**src/rtl/pe_types_pkg.sv**
```systemverilog
// rtl/pe_types_pkg.sv - shared PE types: accumulate sideband, PE configuration record, defaults
package pe_types;

    typedef struct packed {
        logic valid;
        logic first;
        logic last;
    } pe_accum_ctrl_t;

    typedef struct packed {
        int NUM_FEATURES;
        int NUM_FILTERS;
        int DOT_OUTPUT_WIDTH;
        int DOT_LATENCY;
    } pe_cfg_t;

    localparam int PE_ACCUM_WIDTH_DEFAULT = 32;

    localparam pe_cfg_t PE_CFG_DEFAULT = '{
        NUM_FEATURES:     2,
        NUM_FILTERS:      2,
        DOT_OUTPUT_WIDTH: 16,
        DOT_LATENCY:      3
    };

endpackage

```
**src/rtl/pe_ctrl_delay.sv**
```systemverilog
// rtl/pe_ctrl_delay.sv - fixed-depth shift register for accumulate control, with an OR of in-flight last bits
module pe_ctrl_delay
    import pe_types::*;
#(
    parameter int DEPTH = 1
) (
    input  logic           clock,
    input  logic           reset,
    input  pe_accum_ctrl_t i_ctrl,
    output pe_accum_ctrl_t o_ctrl,
    output logic           o_last_pending
);

    if (DEPTH == 0) begin : g_bypass
        assign o_ctrl         = i_ctrl;
        assign o_last_pending = 1'b0;
    end else begin : g_shift
        pe_accum_ctrl_t r_stage [DEPTH];
        logic           w_pending;

        always_ff @(posedge clock) begin
            if (reset) begin
                for (int i = 0; i < DEPTH; i++) begin
                    r_stage[i] <= '0;
                end
            end else begin
                r_stage[0] <= i_ctrl;
                for (int i = 1; i < DEPTH; i++) begin
                    r_stage[i] <= r_stage[i-1];
                end
            end
        end

        // Only a valid last counts: idle stages may carry stale flag bits after reset-free paths.
        always_comb begin
            w_pending = 1'b0;
            for (int i = 0; i < DEPTH; i++) begin
                w_pending = w_pending | (r_stage[i].valid & r_stage[i].last);
            end
        end

        assign o_ctrl         = r_stage[DEPTH-1];
        assign o_last_pending = w_pending;
    end

endmodule

```
**src/rtl/pe_dot_accumulate.sv**
```systemverilog
// rtl/pe_dot_accumulate.sv - accumulates delayed dot results per group into a one-entry handshaked result buffer
// Optional PE_ACCUM_SATURATE_EN: each add clamps, and a clamped accumulator holds until its group ends.
module pe_dot_accumulate
    import pe_types::*;
#(
    parameter pe_cfg_t cfg         = PE_CFG_DEFAULT,
    parameter int      ACCUM_WIDTH = PE_ACCUM_WIDTH_DEFAULT
) (
    input  logic                                 clock,
    input  logic                                 reset,
    input  pe_accum_ctrl_t                       i_ctrl,
    output logic                                 o_ready,
    input  logic signed [cfg.DOT_OUTPUT_WIDTH-1:0] i_dot_result [cfg.NUM_FEATURES][cfg.NUM_FILTERS],
    output logic                                 o_valid,
    input  logic                                 i_ready,
    output logic signed [ACCUM_WIDTH-1:0]        o_result [cfg.NUM_FEATURES][cfg.NUM_FILTERS],
    output logic                                 o_error
);

    localparam int NF  = cfg.NUM_FEATURES;
    localparam int NK  = cfg.NUM_FILTERS;
    localparam int DW  = cfg.DOT_OUTPUT_WIDTH;
    localparam int LAT = cfg.DOT_LATENCY;

    if (ACCUM_WIDTH < DW) begin : g_width_check
        $fatal(1, "pe_dot_accumulate: ACCUM_WIDTH must be >= cfg.DOT_OUTPUT_WIDTH");
    end

    pe_accum_ctrl_t w_d_ctrl;
    logic           w_last_pending;

    pe_ctrl_delay #(
        .DEPTH(LAT)
    ) u_ctrl_delay (
        .clock          (clock),
        .reset          (reset),
        .i_ctrl         (i_ctrl),
        .o_ctrl         (w_d_ctrl),
        .o_last_pending (w_last_pending)
    );

    logic signed [ACCUM_WIDTH-1:0] r_acc    [NF][NK];
    logic signed [ACCUM_WIDTH-1:0] r_result [NF][NK];
    logic signed [ACCUM_WIDTH-1:0] w_ext    [NF][NK];
    logic signed [ACCUM_WIDTH-1:0] w_base   [NF][NK];
    logic signed [ACCUM_WIDTH-1:0] w_next   [NF][NK];
    logic                          r_full;
    logic                          r_ready;
    logic                          r_error;

`ifdef PE_ACCUM_SATURATE_EN
    logic                          r_sat      [NF][NK];
    logic                          w_sat_next [NF][NK];
    logic        [ACCUM_WIDTH:0]   w_wide     [NF][NK];

    always_comb begin
        for (int f = 0; f < NF; f++) begin
            for (int k = 0; k < NK; k++) begin
                w_ext[f][k]  = ACCUM_WIDTH'(i_dot_result[f][k]);
                w_base[f][k] = w_d_ctrl.first ? '0 : r_acc[f][k];
                w_wide[f][k] = {w_base[f][k][ACCUM_WIDTH-1], w_base[f][k]}
                             + {w_ext[f][k][ACCUM_WIDTH-1], w_ext[f][k]};
                if (!w_d_ctrl.first && r_sat[f][k]) begin
                    w_next[f][k]     = r_acc[f][k];
                    w_sat_next[f][k] = 1'b1;
                end else if (w_wide[f][k][ACCUM_WIDTH] != w_wide[f][k][ACCUM_WIDTH-1]) begin
                    // The extra sign bit tells which rail was crossed.
                    w_next[f][k]     = w_wide[f][k][ACCUM_WIDTH] ? {1'b1, {(ACCUM_WIDTH-1){1'b0}}}
                                                                 : {1'b0, {(ACCUM_WIDTH-1){1'b1}}};
                    w_sat_next[f][k] = 1'b1;
                end else begin
                    w_next[f][k]     = w_wide[f][k][ACCUM_WIDTH-1:0];
                    w_sat_next[f][k] = 1'b0;
                end
            end
        end
    end
`else
    always_comb begin
        for (int f = 0; f < NF; f++) begin
            for (int k = 0; k < NK; k++) begin
                w_ext[f][k]  = ACCUM_WIDTH'(i_dot_result[f][k]);
                w_base[f][k] = w_d_ctrl.first ? '0 : r_acc[f][k];
                w_next[f][k] = w_base[f][k] + w_ext[f][k];
            end
        end
    end
`endif

    logic w_d_last;
    logic w_load;
    logic w_drop;
    logic w_full_next;
    logic w_in_last;

    assign w_d_last    = w_d_ctrl.valid & w_d_ctrl.last;
    assign w_load      = w_d_last & (~r_full | i_ready);
    assign w_drop      = w_d_last & r_full & ~i_ready;
    assign w_full_next = w_load | (r_full & ~i_ready);
    assign w_in_last   = i_ctrl.valid & i_ctrl.last;

    always_ff @(posedge clock) begin
        if (reset) begin
            for (int f = 0; f < NF; f++) begin
                for (int k = 0; k < NK; k++) begin
                    r_acc[f][k]    <= '0;
                    r_result[f][k] <= '0;
`ifdef PE_ACCUM_SATURATE_EN
                    r_sat[f][k]    <= 1'b0;
`endif
                end
            end
            r_full  <= 1'b0;
            r_ready <= 1'b1;
            r_error <= 1'b0;
        end else begin
            if (w_d_ctrl.valid) begin
                for (int f = 0; f < NF; f++) begin
                    for (int k = 0; k < NK; k++) begin
                        r_acc[f][k] <= w_d_ctrl.last ? '0 : w_next[f][k];
`ifdef PE_ACCUM_SATURATE_EN
                        r_sat[f][k] <= w_d_ctrl.last ? 1'b0 : w_sat_next[f][k];
`endif
                    end
                end
            end
            if (w_load) begin
                for (int f = 0; f < NF; f++) begin
                    for (int k = 0; k < NK; k++) begin
                        r_result[f][k] <= w_next[f][k];
                    end
                end
            end
            r_full <= w_full_next;
            // Hold off issue while a finished group could still be waiting for buffer space.
            r_ready <= ~w_full_next & ~w_last_pending & ~w_in_last;
            if (w_drop || (i_ctrl.valid && !r_ready)) begin
                r_error <= 1'b1;
            end
        end
    end

    assign o_ready  = r_ready;
    assign o_valid  = r_full;
    assign o_error  = r_error;
    assign o_result = r_result;

endmodule

```
**config.mk**
```make
export PLATFORM = sky130hd
export DESIGN_NAME = pe_dot_accumulate
export DESIGN_NICKNAME = d
export VERILOG_FILES = /design/src/rtl/pe_types_pkg.sv /design/src/rtl/pe_ctrl_delay.sv /design/src/rtl/pe_dot_accumulate.sv
export SDC_FILE = /design/constraint.sdc
export NUM_CORES = 1
export LEC_CHECK = 0
export BUFFER_PORTS_ARGS = -buffer_cell sky130_fd_sc_hd__buf_4
export CAP_MARGIN = 20
export CELL_PAD_IN_SITES_DETAIL_PLACEMENT = 0
export CELL_PAD_IN_SITES_GLOBAL_PLACEMENT = 1
export CORE_AREA = 2 2 242 244
export DETAILED_ROUTE_END_ITERATION = 8
export DIE_AREA = 0 0 244 246
export PLACE_DENSITY = 0.59
export SYNTH_ARGS = -nofsm -noshare
export SYNTH_HDL_FRONTEND = slang
export SYNTH_SLANG_ARGS = --single-unit
```
**constraint.sdc**
```tcl
create_clock -name clock -period 5 [get_ports clock]
set_input_delay 0.5 -clock clock [delete_from_list [all_inputs] [get_ports clock]]
set_output_delay 0.5 -clock clock [all_outputs]
set_load 0.01 [all_outputs]
```
==> flow_metrics.tcl, run 1 <==
set metrics [dict create \
    max-clock-path-buffers 3 \
    cts_buffers 35 \
    io_pins 201 \
    yosysTopAreaCellShare_pct 22.6 \
    maxSlewHeadroom_pct 35.5 \
    cpMostUsedCell "a21o_1" \
    grt_pass1_vias 14492 \
    comb_power_share_pct 19.3 \
    slew_violations 0 \
    max_freq_mhz 261 \
    post-route-min-period_ns 3.83 \
    dp_hpwl_um 35900 \
    end_kind "flip-flop" \
    cap_viol_max_count 0 \
    wl_per_cell_um 17.9 \
    swShare_pct 28.6 \
    dpl-instance-area_mm2 0.0193 \
    critPathArrivalTime_ns 4.09 \
    seq_area_mm2 0.00665 \
    fin_ws_ns 1.17 \
    synth_top_family_by_area "simple AND/OR/NAND/NOR gates" \
    yosysMostFrequentCell "nor2_1" \
    multi_input_area_mm2 0.00986 \
    min_path_type "in -> reg" \
    power.switching_w 0.00173 \
    fin_area_mm2 0.0204 \
    n_antenna_cell 0 \
    post_cts_buffers 0 \
    cp_top_family "compound AO/OA/AOI/OAI gates" \
    cts_root_buffer "clkbuf_16" \
    post-route-period-util_pct 76.6 \
    start_util_pct 29.7 \
    powerDensity_mw_per_mm2 297 \
    via_per_inst 5.05 \
    setup_viol_count_final 0 \
    cpPeakStageDelay_ns 0.66 \
    h-tree-depth 2 \
    ant_nets 0 \
    synth.avg_cell_area_um2 8.78 \
    clkPwrFrac_pct 41.4 \
    startpoint_type "flip-flop" \
    tns_ns 0 \
    grt_usage_pct 17.0 \
    ys_seq_elements 268 \
    worst_skew_pair.late_latency_ns 0.54 \
    ctsResizeCount 0 \
    synth_top_area_cell "edfxtp_1" \
    critPathKind "reg -> reg" \
    io_buffers 200 \
    ys_top_cells_by_area "edfxtp_1, dfxtp_1, ha_1" \
    syn-num-nets 2136 \
    cts_tree "yes" \
    final_hold_viol_count 0 \
    antenna_found_initial 1 \
    cts_sinks 268 \
    synth_common_cells "nor2_1, a21oi_1, nand2_1" \
    ys.warnings.count 0 \
    synth_edf_count 128 \
    crit_fanout 37 \
    drtIter0Drc 762 \
    rows 88 \
    die_area_mm2 0.0600 \
    peakVddDrop_mv 0.212 \
    holdBufCountCts 0 \
    die_h_um 246 \
    p_int_w 0.00432 \
    worstMarginPinSlew_ns 0.967 \
    rsz0062_at_grt "false" \
    synth_mux_area_share_pct 0.235 \
    layout-drive-gt1-share_pct 13.7 \
    syn_inst 1938 \
    path_cells "buf_4, nor2b_1, ha_1, a21o_1, a21o_1, a21o_1, a21o_1, a2111oi_0, nand4_1, o211ai_1, xor2_1, nor2_1" \
    critPathSlowestCell "dfxtp_4" \
    gp_congestion 0.882 \
    grt_overflow_total 0 \
    p_leak_nw 8.75 \
    worstPathRequired_ns 5.26 \
    grt_max_degree 90 \
    run_status "finished, final reports clean" \
    synth_compound_area_share_pct 19.6 \
    synth-simple-area-share_pct 22.6 \
    final_util_pct 35.5 \
    synthArstFlopShare_pct 0 \
    grt_pass1_wl_um 81300 \
    ys_types 76 \
    nets 2284 \
    mappedNetlistArea_mm2 0.0170 \
    seq_area_frac_synth_pct 39.1 \
    ys.flop_type "dfxtp_1" \
    synth_xor_area_share_pct 5.87 \
    worst-path-buf-inv 1 \
    num_vias 14533 \
    fill_cells 5970 \
    fin_skew_ns 0.0227 \
    p_seq_share_pct 39.3 \
    drc 0 \
    wl_um 51500 \
    core_area_mm2 0.0574 \
    pre_cts_slack_ns 1.13 \
    clk_pin_slew_ns 0.05 \
    dr.pass1.iters 7 \
    area_growth_pct 19.7 \
    synth-adder-area-share_pct 9.59 \
    die_w_um 244 \
]
-- per-layer routing --
layer	global-route usage [%]	vias up	routed length [µm]
met2	28.4	259	23800
met3	3.29	55	2250
met1	22.5	6941	24600
met5	0	-	13
met4	4.21	2	892
li1	-	7276	-
-- state kept, by name (all words and copies together) (netlist names) --
register,cells
u_ctrl_delay.g_shift.r_stage,9
o_ready,1
o_error,1
o_result,128
r_acc,128
o_valid,1
-- worst paths after layout --
check	end	slack (ns)	cells after the start	startpoint
max reg2reg	r_acc[0][29]	1.17	12	u_ctrl_delay.g_shift.r_stage[0][7]
min reg2reg	u_ctrl_delay.g_shift.r_stage[0][7]	0.43	1	u_ctrl_delay.g_shift.r_stage[0][4]
max	r_acc[0][29]	1.17	12	u_ctrl_delay.g_shift.r_stage[0][7]
min	u_ctrl_delay.g_shift.r_stage[0][2]	0.20	2	i_ctrl[2]
-- placed cells by master, fill, tap and decap left out, drive strengths merged, types with 6 or more instances in the layout --
cell type  instances
clkinv             6
xnor2             71
or2                6
o211ai             8
or4               10
a21o              90
dfxtp            140
a21oi            194
ha               124
inv               31
nand2            156
and3              25
o21bai            17
o21ai             77
o31ai             11
nor2b            139
a31oi             20
clkbuf            55
a2111oi            7
nor4b              7
edfxtp           128
o21a              11
a211oi            27
buf              218
nor3              26
nand3             54
xor2              43
nor2             221
and2              48
nand2b            19
nand4             37
-- cells by family after synthesis --
group	count (synthesis)
mux	4
xor+xnor	114
buf+inv	138
simple gates	768
fa+ha+maj	128
flops	268
compound gates	518
-- power by group through the flow --
stage	sequential, W	clock (W)	combinational (W)
floorplan	0.00242	0	0.000841
global placement	0.00242	0	0.00117
detailed placement	0.00242	0	0.00117
CTS	0.00238	0.00260	0.00118
global route	0.00238	0.00267	0.00131
finish	0.00237	0.00250	0.00117
-- layout make-up --
| type | count | area share (%) |
|---|---|---|
| Clock buffer | 55 | 5.02 |
| Clock inverter | 8 | 0.442 |
| Inverter | 31 | 0.571 |
| Multi-Input combinational cell | 1532 | 48.4 |
| Sequential cell | 268 | 32.6 |
| Tap cell | 765 | 4.70 |
| Timing Repair Buffer | 218 | 8.22 |
-- worst register-to-register path: cells and delay by family, from the launching register on --
family / cells / cell delay [ns]
buffers and inverters: 1 / 0.42
AO/OA/AOI/OAI: 6 / 1.51
adder cells (fa/ha/maj): 1 / 0.47
AND/OR/NAND/NOR: 3 / 0.32
XOR/XNOR: 1 / 0.18
flip-flops: 1 / 0.66
-- metrics by stage --
stage / hold WS (ns) / instances / power (W)
floorplan: 0.414 / 1938 / 0.00326
global placement: 0.416 / 2814 / 0.00359
detailed placement: 0.427 / 2814 / 0.00359
CTS: 0.159 / 2877 / 0.00615
global route: 0.204 / 2877 / 0.00636
finish: 0.200 / 2877 / 0.00605
(Power assumes the default switching activity.)
==> run 2: changes to the inputs <==
Clock period 5 ns to 3.6 ns, I/O delays scaled along.
==> flow_metrics.tcl, run 2 (synthesized netlist as in run 1, its figures left out) <==
set metrics [dict create \
    drtIter0Drc 880 \
    core_area_mm2 0.0574 \
    final_hold_viol_count 0 \
    rows 88 \
    startpoint_type "flip-flop" \
    io_pins 201 \
    powerDensity_mw_per_mm2 414 \
    maxSlewHeadroom_pct 47.2 \
    worst-path-buf-inv 2 \
    die_h_um 246 \
    ant_nets 0 \
    rsz0062_at_grt "true" \
    nets 2317 \
    holdBufCountCts 0 \
    start_util_pct 29.7 \
    dr.pass1.iters 5 \
    dp_hpwl_um 37300 \
    peakVddDrop_mv 0.295 \
    drc 0 \
    worst_skew_pair.late_latency_ns 0.54 \
    final_cell_mix "buf_4, nor2_1, a21oi_1" \
    cts_buffers 36 \
    clk_pin_slew_ns 0.06 \
    h-tree-depth 2 \
    fin_ws_ns 0.136 \
    final_common_cell "buf_4" \
    max-clock-path-buffers 3 \
    grt_overflow_total 0 \
    grt_max_degree 84 \
    run_status "finished, final reports clean" \
    grt_pass1_wl_um 83100 \
    cts_tree "yes" \
    min_path_type "in -> reg" \
    cap_viol_max_count 0 \
    cpPeakStageDelay_ns 0.41 \
    io_buffers 200 \
    die_area_mm2 0.0600 \
    n_antenna_cell 0 \
    end_kind "flip-flop" \
    pre_cts_slack_ns 0.0878 \
    fin_skew_ns 0.0137 \
    die_w_um 244 \
    r2r-end "r_acc[1][31]" \
    r2r-start "u_ctrl_delay.g_shift.r_stage[0][7]" \
    placed_cells 2843 \
    layout-drive-gt1-share_pct 15.5 \
    hold_slack_ns 0.0444 \
    critPathKind "reg -> reg" \
    cp_top_family "compound AO/OA/AOI/OAI gates" \
    cts_root_buffer "clkbuf_16" \
    cp-startpoint "u_ctrl_delay.g_shift.r_stage[0][7]" \
    stdcell_count 2910 \
    post-route-min-period_ns 3.46 \
    setup_viol_count_final 0 \
    gp_congestion 0.861 \
    wl_per_cell_um 18.1 \
    wl_um 52700 \
    crit_end "r_acc[1][31]" \
    critPathArrivalTime_ns 3.73 \
    path_depth 13 \
    via_per_inst 5.06 \
    post-route-period-util_pct 96.2 \
    dpl-instance-area_mm2 0.0195 \
    num_vias 14728 \
    area_growth_pct 21.9 \
    holdCritStartpoint "i_ctrl[1]" \
    critPathSlowestCell "dfxtp_4" \
    worstPathRequired_ns 3.87 \
    max_freq_mhz 289 \
    path_cells "buf_12, buf_12, nor2b_1, ha_1, a211oi_1, o21ai_1, a211oi_1, o21ai_1, nand4_1, o21bai_1, o31ai_1, xor2_1, nor2_1" \
    reg2reg_setup_slack_ns 0.14 \
    slew_violations 0 \
    cts_sinks 268 \
    fin_area_mm2 0.0208 \
    worstRegToRegCells 13 \
    p_leak_nw 8.96 \
    grt_usage_pct 17.4 \
    crit_fanout 16 \
    grt_pass1_vias 14750 \
    antenna_found_initial 2 \
    worstMarginPinSlew_ns 0.792 \
]
[run 2: changes by cell type in the layout (fill, tap and decap cells not counted), sizes merged]
cell	before	now
buf	218	250
clkbuf	55	53
clkinvlp	0	1
inv	31	33
[run 2: worst min path at each step]
stage / end / cells after the start / slack (ns)
after floorplan: u_ctrl_delay.g_shift.r_stage[0][4] / 1 / 0.41
after global placement: u_ctrl_delay.g_shift.r_stage[0][4] / 1 / 0.41
after detailed placement: u_ctrl_delay.g_shift.r_stage[0][7] / 1 / 0.43
after CTS: u_ctrl_delay.g_shift.r_stage[0][1] / 2 / 0.006
after global routing: u_ctrl_delay.g_shift.r_stage[0][1] / 2 / 0.04
final: u_ctrl_delay.g_shift.r_stage[0][1] / 2 / 0.04
[run 2: where the power goes]
group          total, W  internal, W  switching [W]
clock network   0.00363      0.00220        0.00143
logic           0.00166     0.000659        0.00100
registers       0.00329      0.00327      0.0000207
total           0.00859      0.00613        0.00246
[run 2: worst register-to-register path, delay by kind of cell (launching register included)]
family | cells | cell delay (ns)
AOI/OAI and AO/OA | 6 | 1.63
DFF | 1 | 0.41
and+or+nand+nor | 3 | 0.41
buffers and inverters | 2 | 0.29
adders and majority gates | 1 | 0.28
xor gates and xnor gates | 1 | 0.17
[run 2: final cells by class]
type / count / area (µm²)
fill: 5924 / 36600
multi-input combinational: 1532 / 9900
sequential: 268 / 6650
timing repair buffer: 250 / 1960
clock buffer: 53 / 1070
tap: 765 / 957
inverter: 31 / 116
clock inverter: 11 / 109
[run 2: repair_timing]
| item | 4_1_cts | 5_1_grt |
|---|---|---|
| endpoints found under the setup margin | 0 | 17 |
| buffers inserted | 0 | 3 |
| hold endpoints to repair | 0 | 0 |
| resized for setup | 0 | 8 |
[run 2: through the flow]
step                      utilization, %  power (W)  TNS (ns)
final                               36.2    0.00859         0
after floorplan                        -    0.00453         0
after global placement              34.0    0.00502         0
after global routing                36.2    0.00903    -0.363
after CTS                           36.0    0.00873         0
after detailed placement            34.0    0.00501         0
[run 2: per-layer routing]
metal  GRT usage, %  up-vias  part of all wire (%)
met5              0        -                 0.025
met4           4.64        2                   2.2
met3           3.12       68                   4.8
met2           28.8      297                    46
met1           23.2     7021                    47
li1               -     7340                     -
